$ cat config.mk
export PLATFORM = sky130hd
export DESIGN_NAME = aclk_alarm_sequencer
export DESIGN_NICKNAME = d
export VERILOG_FILES = /design/src/rtl/aclk_alarm_sequencer.sv
export SDC_FILE = /design/constraint.sdc
export NUM_CORES = 1
export LEC_CHECK = 0
export ABC_AREA = 1
export BUFFER_PORTS_ARGS = -buffer_cell sky130_fd_sc_hd__buf_2
export CAP_MARGIN = 5
export CORE_UTILIZATION = 49
export CTS_CLUSTER_SIZE = 16
export DETAILED_ROUTE_END_ITERATION = 6
export GPL_ROUTABILITY_DRIVEN = 1
export MAX_ROUTING_LAYER = met4
export PLACE_DENSITY_LB_ADDON = 0.12
export SETUP_SLACK_MARGIN = 0.05
export SLEW_MARGIN = 20
export SYNTH_ARGS = -nofsm -noshare
export SYNTH_HDL_FRONTEND = slang
export SYNTH_SLANG_ARGS = --single-unit
$ cat constraint.sdc
create_clock -name clock -period 2.25 [get_ports clock]
set_clock_uncertainty 0.1 [all_clocks]
set_input_delay 0.675 -clock clock [delete_from_list [all_inputs] [get_ports clock]]
set_output_delay 0.675 -clock clock [all_outputs]
set_load 0.05 [all_outputs]
$ cat src/rtl/aclk_alarm_sequencer.sv
// Alarm sequencer: compares current and alarm BCD time and runs the ring/snooze/hold lifecycle.
// Snooze support is compiled in only when the ACLK_SNOOZE_EN macro is defined.
module aclk_alarm_sequencer #(
  parameter int RING_SECONDS   = 60,
  parameter int SNOOZE_SECONDS = 300,
  parameter int MAX_SNOOZE     = 3
) (
  input  logic       clock,
  input  logic       reset,
  input  logic       one_second,
  input  logic [3:0] cur_ms_hr,
  input  logic [3:0] cur_ls_hr,
  input  logic [3:0] cur_ms_min,
  input  logic [3:0] cur_ls_min,
  input  logic [3:0] alm_ms_hr,
  input  logic [3:0] alm_ls_hr,
  input  logic [3:0] alm_ms_min,
  input  logic [3:0] alm_ls_min,
  input  logic       alarm_enable,
  input  logic       stop_alarm,
  input  logic       snooze_button,
  input  logic       load_new_a,
  output logic       sound_alarm,
  output logic       snooze_active,
  output logic [2:0] snooze_left,
  output logic [1:0] state_dbg
);

  typedef enum logic [1:0] {
    IDLE   = 2'd0,
    RING   = 2'd1,
    SNOOZE = 2'd2,
    HOLD   = 2'd3
  } state_t;

  localparam logic [8:0] RING_LAST   = 9'(RING_SECONDS - 1);
  localparam logic [8:0] SNOOZE_LAST = 9'(SNOOZE_SECONDS - 1);

  state_t     state;
  state_t     state_n;
  logic [8:0] timer;
  logic [8:0] timer_n;
  logic       match;
  logic       match_d;
  logic       match_rise;
  logic       quit;

`ifdef ACLK_SNOOZE_EN
  localparam logic [2:0] MAX_S = 3'(MAX_SNOOZE);
  logic [2:0] snz_cnt;
  logic [2:0] snz_cnt_n;
`else
  logic unused_snooze;
  assign unused_snooze = snooze_button | (MAX_SNOOZE < 0);
`endif

  assign match = (cur_ms_hr == alm_ms_hr) && (cur_ls_hr == alm_ls_hr) &&
                 (cur_ms_min == alm_ms_min) && (cur_ls_min == alm_ls_min);
  assign match_rise = match & ~match_d;
  assign quit       = ~alarm_enable | stop_alarm;
  assign state_dbg  = state;

  // Next-state logic; load_new_a overrides everything else.
  always_comb begin
    state_n = state;
`ifdef ACLK_SNOOZE_EN
    snz_cnt_n = snz_cnt;
`endif
    if (load_new_a) begin
      state_n = HOLD;
    end else begin
      unique case (state)
        IDLE: begin
          if (alarm_enable && match_rise) begin
            state_n = RING;
`ifdef ACLK_SNOOZE_EN
            snz_cnt_n = '0;
`endif
          end
        end
        RING: begin
          if (quit) begin
            state_n = HOLD;
`ifdef ACLK_SNOOZE_EN
          end else if (snooze_button && (snz_cnt < MAX_S)) begin
            state_n   = SNOOZE;
            snz_cnt_n = snz_cnt + 3'd1;
`endif
          end else if (one_second && (timer == RING_LAST)) begin
            state_n = HOLD;
          end
        end
        SNOOZE: begin
          if (quit) begin
            state_n = HOLD;
          end else if (one_second && (timer == SNOOZE_LAST)) begin
            state_n = RING;
          end
        end
        HOLD: begin
          if (!match) state_n = IDLE;
        end
        default: state_n = IDLE;
      endcase
    end

    // The timer restarts on every state change so each phase counts from zero.
    if (state_n != state) begin
      timer_n = '0;
    end else if (one_second && ((state == RING) || (state == SNOOZE))) begin
      timer_n = timer + 9'd1;
    end else begin
      timer_n = timer;
    end
  end

  always_ff @(posedge clock or negedge reset) begin
    if (!reset) begin
      state         <= IDLE;
      timer         <= '0;
      match_d       <= 1'b1;
      sound_alarm   <= 1'b0;
      snooze_active <= 1'b0;
`ifdef ACLK_SNOOZE_EN
      snz_cnt       <= '0;
      snooze_left   <= MAX_S;
`else
      snooze_left   <= '0;
`endif
    end else begin
      state       <= state_n;
      timer       <= timer_n;
      match_d     <= match;
      sound_alarm <= (state_n == RING);
`ifdef ACLK_SNOOZE_EN
      snooze_active <= (state_n == SNOOZE);
      snz_cnt       <= snz_cnt_n;
      snooze_left   <= MAX_S - snz_cnt_n;
`else
      snooze_active <= 1'b0;
      snooze_left   <= '0;
`endif
    end
  end

endmodule
==> metrics.md, run 1 <==
| Metric | Value |
|---|---|
| Status | `finished with violations` |
| Failing checks | `design-rule violations` |
| Post-CTS Hold Buffers | `0` |
| Site Rows | `18` |
| VDD IR max | `0.620 mV` |
| Initial Utilization | `51.5%` |
| Core Area | `2450 um^2` |
| Area Growth Syn to Fin | `20.1%` |
| Core Util, Final | `approximately three fifths` |
| Count of input and output buffers | `40` |
| Tcrit/Tclk final | `91.3%` |
| PD cells | `713 nW/um^2` |
| HPWL Detailed | `1920 um` |
| TNS Setup | `0 ns` |
| TritonRoute pass-1 iters | `7` |
| Ys flop type | `dfrtp_1` |
| CP Launch Type | `register` |
| Placed Area | `1490 um^2` |
| Sequential share of the synthesized area | `25.8%` |
| Ys async rst share | `100%` |
| Share of layout cells above drive strength 1 | `33.3%` |
| Yosys warns | `0` |
| Area share of fa/ha/maj cells after synthesis | `4.95%` |
| Mapped Cells | `193` |
| P_leak | `0.000862 uW` |
| Max H-tree Level | `1` |
| Post-synthesis xor/xnor area fraction | `5.54%` |
| IO Pins | `46` |
| Via-per-instance ratio | `4.48` |
| # nets final | `282` |
| Post-Synth Simple-Gate Area | `46.6%` |
| Avg Cell Area, Syn | `6.55 um^2` |
| Register area | `328 um^2` |
| CP required | `2.32 ns` |
| Multi-input logic area | `773 um^2` |
| Total gr overflow | `0` |
| Total CTS buffers | `3` |
| Critical Path AT | `about 2.1 ns` |
| Most frequent cells in the layout | `nand2_1 (52), buf_2 (40), inv_1 (37)` |
| Crit path time final | `2.05 ns` |
| Non-Filler Instances | `267` |
| Worst Path Max Fanout | `8` |
| Commonest non-fill, non-tap cell in the layout | `nand2_1` |
| DP Cell Count | `263` |
| Distinct cells, synth | `27` |
| Mux cell area share after synthesis | `less than 1%` |
| Clk sinks | `13` |
| Gp weighted congestion | `0.822` |
| Tot GR Track Use | `20.2%` |
| EDFF count, synth | `0` |
| Setup bufs post-CTS | `0` |
| Final setup fails | `0` |
| Register bit total from synthesis | `13` |
| Design Area, Final | `1520 um^2` |
| Routed Antenna Nets | `0` |
| Final Hold Fails | `0` |
| Total Wirelength | `2200 um` |
| Main combinational cell family by area after synthesis | `simple AND/OR/NAND/NOR gates` |
| Worst setup path class | `register to register` |
| Hold Path Class | `input pin to async pin` |
| Clk buf depth | `2` |
| PostCTS Resize Cnt | `0` |
| Synth Area in Compound Gates | `2.08%` |
| RSZ-0062 raised after global routing | `yes` |
| Die area | `around 2800 um^2` |
| Clock transition at path regs | `0.08 ns` |
| Die Wd | `52.8 um` |
| Fill cell count | `265` |
| CTS tree | `done` |
| Number of remaining DRC errors | `1` |
| Initial antenna violation count | `0` |
| Clock latency reported for the late side of the worst-skew pair | `0.27 ns` |
| Fmax | `487 MHz` |
| MaxCap Viol Count | `0` |
| Mapped cell area | `1260 um^2` |
| First-pass GRT wire length | `~4000 um` |
| Clk root buf | `clkbuf_4` |
| Wire per inst | `8.24 um` |
| Drt first-iter violations | `12` |
| Largest net degree at the start of global routing | `14` |
| Crit end category | `register` |
| Vias in the first global route | `1053` |
| Die Height | `between 50 and 60 um` |
| Max-slew violation count | `0` |
| N_diodes | `0` |
| Vias | `roughly 1200` |
power breakdown:
group	internal (uW)	total (uW)	switching, uW
Combinational	206	637	431
Clock	68.7	140	71.5
Sequential	269	307	37.9
Total	543	1080	540
sequential cells by signal, summed over array words and instances, names as in the netlist:
name and flops:
match_d 1, sound_alarm 1, state_dbg 2, timer 9
cell type report:
type / instances / share of cell area [%]
tap: 30 / 2.47
clock buffer: 4 / 1.73
multi-input combinational: 140 / 50.9
sequential: 13 / 21.6
timing repair buffer: 41 / 13.7
inverter: 39 / 9.64
stage by stage:
step           setup WS [ns]  hold WS [ns]  power [uW]
2_1_floorplan         0.0579         0.279         799
5_1_grt               0.0460         0.171        1190
3_3_place_gp          0.0982         0.465         941
4_1_cts                0.184         0.181        1100
6_report               0.195         0.176        1080
3_5_place_dp          0.0735         0.480         957
cells in the mapped netlist (3+ instances only):
| cell | n | area [um^2] |
|---|---|---|
| xor2_1 | 7 | 61.3 |
| nand2_1 | 52 | 195 |
| nand3_1 | 8 | 40.0 |
| nor2_2 | 13 | 81.3 |
| buf_4 | 4 | 30.0 |
| nor2_1 | 21 | 78.8 |
| nor3_1 | 3 | 15.0 |
| inv_1 | 37 | 139 |
| dfrtp_1 | 12 | 300 |
| nand2_2 | 10 | 62.6 |
| ha_1 | 5 | 62.6 |
per-layer routing:
metal  GRT usage [%]  up-vias  part of all wire, %
met5               -        -                    0
met4            3.95        0                    0
met3            6.09        0                  3.3
met2            33.5       24                   49
met1            24.0      519                   47
li1                -      653                    -
path summary, 6_finish.rpt:
| kind | from | endpoint | slack, ns | depth (start not counted) |
|---|---|---|---|---|
| min | reset | state_dbg[0] | 0.18 | 1 |
| min in group clock | timer[1] | timer[1] | 0.49 | 2 |
| max reg2reg | state_dbg[1] | timer[8] | 0.20 | 9 |
| max in group asynchronous | reset | match_d | 1.59 | 1 |
| min reg2reg | timer[1] | timer[1] | 0.49 | 2 |
| max | state_dbg[1] | timer[8] | 0.20 | 9 |
cells by family after synthesis:
family / count (synthesis)
buffers and inverters: 43
muxes: 1
xor gates and xnor gates: 8
and+or+nand+nor: 119
AOI/OAI and AO/OA: 3
adders and majority gates: 5
DFF: 13
other: 1
worst max-delay path, stage by stage, from the launching register on:
cell and delay, ns:
dfrtp_2 0.46, inv_1 0.10, ha_1 0.29, nand2_1 0.13, nor3_1 0.24, nand2_1 0.13, nor2_1 0.17, nand3_1 0.10
xor2_1 0.16, nor2_2 0.05
(Power assumes the default switching activity.)
==> run 2, diff against run 1 <==
--- a/config.mk
+++ b/config.mk
@@ -13,7 +13,7 @@
 export DETAILED_ROUTE_END_ITERATION = 6
 export GPL_ROUTABILITY_DRIVEN = 1
 export MAX_ROUTING_LAYER = met4
-export PLACE_DENSITY_LB_ADDON = 0.12
+export PLACE_DENSITY_LB_ADDON = 0.08
 export SETUP_SLACK_MARGIN = 0.05
 export SLEW_MARGIN = 20
 export SYNTH_ARGS = -nofsm -noshare
==> metrics.md, run 2 (same netlist as run 1, synthesis figures left out) <==
| Metric | Value |
|---|---|
| RSZ-0062 raised after global routing | `yes (unchanged)` |
| Worst slack, placed | `0.0561 ns (was 0.0735 ns)` |
| Clock transition at path regs | `0.08 ns (about the same)` |
| Total Wirelength | `2510 um (was 2200 um)` |
| Max H-tree Level | `1 (unchanged)` |
| Power after layout | `1090 uW (was 1080 uW)` |
| MaxCap Viol Count | `0 (unchanged)` |
| Worst setup path class | `register to register (unchanged)` |
| Die area | `2790 um^2 (unchanged)` |
| CTS tree | `done (unchanged)` |
| Total CTS buffers | `3 (unchanged)` |
| Clk root buf | `clkbuf_4 (unchanged)` |
| Tot GR Track Use | `20.5% (was 20.2%)` |
| CP peak stage delay | `0.46 ns (about the same)` |
| Routed Antenna Nets | `0 (unchanged)` |
| Core Area | `2450 um^2 (unchanged)` |
| # nets final | `282 (unchanged)` |
| Area Growth Syn to Fin | `20.5% (was 20.1%)` |
| Cell-internal power | `544 uW (was 543 uW)` |
| Die Wd | `52.8 um (unchanged)` |
| Hold slack | `0.170 ns (was 0.176 ns)` |
| Commonest non-fill, non-tap cell in the layout | `nand2_1 (unchanged)` |
| Clk buf depth | `2 (unchanged)` |
| Initial antenna violation count | `0 (unchanged)` |
| Fmax | `493 MHz (was 487 MHz)` |
| Die Height | `52.8 um (unchanged)` |
| N_diodes | `0 (unchanged)` |
| Total gr overflow | `0 (unchanged)` |
| Max-slew violation count | `0 (unchanged)` |
| Count of input and output buffers | `40 (unchanged)` |
| Largest net degree at the start of global routing | `14 (unchanged)` |
| P_leak | `0.000862 uW (about the same)` |
| Final WS setup | `0.222 ns (was 0.195 ns)` |
| TritonRoute pass-1 iters | `4 (was 7)` |
| NetSw | `547 uW (was 540 uW)` |
| Final Hold Fails | `0 (unchanged)` |
| Vias in the first global route | `1076 (was 1053)` |
| Initial Utilization | `51.5% (unchanged)` |
| Hold Path Class | `input pin to async pin (unchanged)` |
| Tcrit/Tclk final | `90.2% (was 91.3%)` |
| Drt first-iter violations | `9 (was 12)` |
| FF-to-FF Start | `state_dbg[1] (unchanged)` |
| Largest Register | `timer (unchanged)` |
| Share of layout cells above drive strength 1 | `33.8% (was 33.3%)` |
| Clock latency reported for the late side of the worst-skew pair | `0.28 ns (was 0.27 ns)` |
| Setup bufs post-CTS | `0 (unchanged)` |
| IO Pins | `46 (unchanged)` |
| Switching part of the total power | `50.1% (was 49.9%)` |
| Setup slack, reg-to-reg | `0.22 ns (was 0.20 ns)` |
| Number of remaining DRC errors | `0 (was 1)` |
| TNS Setup | `0 ns (unchanged)` |
| Clk sinks | `13 (unchanged)` |
| Worst setup path startpoint | `state_dbg[1] (unchanged)` |
| Via-per-instance ratio | `4.59 (was 4.48)` |
| PD cells | `715 nW/um^2 (was 713 nW/um^2)` |
| Critical Path AT | `2.10 ns (was 2.12 ns)` |
| Gp weighted congestion | `0.831 (was 0.822)` |
| Clock power frac | `13.3% (was 12.9%)` |
| Crit path time final | `2.03 ns (was 2.05 ns)` |
| Worst-path cell chain | `inv_1 > ha_1 > nand2_1 > nor2_1 > nand3_1 > nor3_1 > xor2_1 > nor2_2 (was inv_1 > ha_1 > nand2_1 > nor3_1 > nand2_1 > nor2_1 > nand3_1 > xor2_1 > nor2_2)` |
| Max reg flops | `9 (unchanged)` |
| Site Rows | `18 (unchanged)` |
| Most frequent cells in the layout | `nand2_1 (52), buf_2 (40), inv_1 (37) (unchanged)` |
| CP Launch Type | `register (unchanged)` |
| Status | `completed (was finished with violations)` |
| CP required | `2.32 ns (about the same)` |
| Crit end category | `register (unchanged)` |
| Vias | `1226 (was 1196)` |
| First-pass GRT wire length | `4080 um (was 4020 um)` |
| Sequential share of power | `28.0% (was 28.3%)` |
| HPWL Detailed | `2130 um (was 1920 um)` |
| Critical-path top delay cell | `dfrtp_2 (unchanged)` |
| Wire per inst | `9.38 um (was 8.24 um)` |
| Worst Path Max Fanout | `8 (unchanged)` |
| VDD IR max | `0.677 mV (was 0.620 mV)` |
| Comb power frac | `58.7% (was 58.8%)` |
| Final setup fails | `0 (unchanged)` |
-- run 2: layer usage --
metal | vias up | GRT usage (%) | part of all wire (%) | wire length (um)
met3 | 2 | 6.09 | 4.7 | 118
li1 | 648 | - | - | -
met2 | 32 | 37.3 | 53 | 1340
met4 | 0 | 4.39 | 0.32 | 8
met1 | 544 | 21.6 | 41 | 1040
met5 | - | - | 0 | 0
-- run 2: final cells by class --
class                      instances  area (um^2)
fill                             234          931
multi-input combinational        140          778
sequential                        13          328
timing repair buffer              41          208
inverter                          39          146
tap                               30         37.5
clock buffer                       4         26.3
-- run 2: critical path, delay by kind of cell, from the launching register on --
| kind | cells | cell delay (ns) |
|---|---|---|
| DFF | 1 | 0.46 |
| adders and majority gates | 1 | 0.28 |
| and+or+nand+nor | 5 | 0.77 |
| xor gates and xnor gates | 1 | 0.20 |
| buffers and inverters | 1 | 0.10 |
-- run 2: final timing paths --
path | cells past startpoint | end
min in group clock | 2 | timer[1]
max in group asynchronous | 1 | match_d
min reg2reg | 2 | timer[1]
max | 8 | timer[7]
min | 1 | state_dbg[0]
max reg2reg | 8 | timer[7]
-- run 2: timing repair --
action                                 4_1_cts  5_1_grt
hold buffers                                 0        0
setup endpoints to repair                    0        1
endpoints found under the hold margin        0        0
resized for setup                            0        1
-- run 2: power by group through the flow --
| stage | logic [uW] | registers [uW] | clock network (uW) |
|---|---|---|---|
| after floorplan | 399 | 400 | 0 |
| after global placement | 620 | 309 | 0 |
| after detailed placement | 642 | 311 | 0 |
| after CTS | 643 | 306 | 153 |
| after global routing | 712 | 313 | 165 |
| final | 640 | 305 | 145 |
-- run 2: through the flow --
step | cells | cell area [um^2] | util (%)
after floorplan | 196 | 1280 | -
after global placement | 263 | 1490 | 60.8
after detailed placement | 263 | 1490 | 60.8
after CTS | 267 | 1520 | 61.9
after global routing | 267 | 1520 | 62.1
final | 267 | 1520 | 62.1
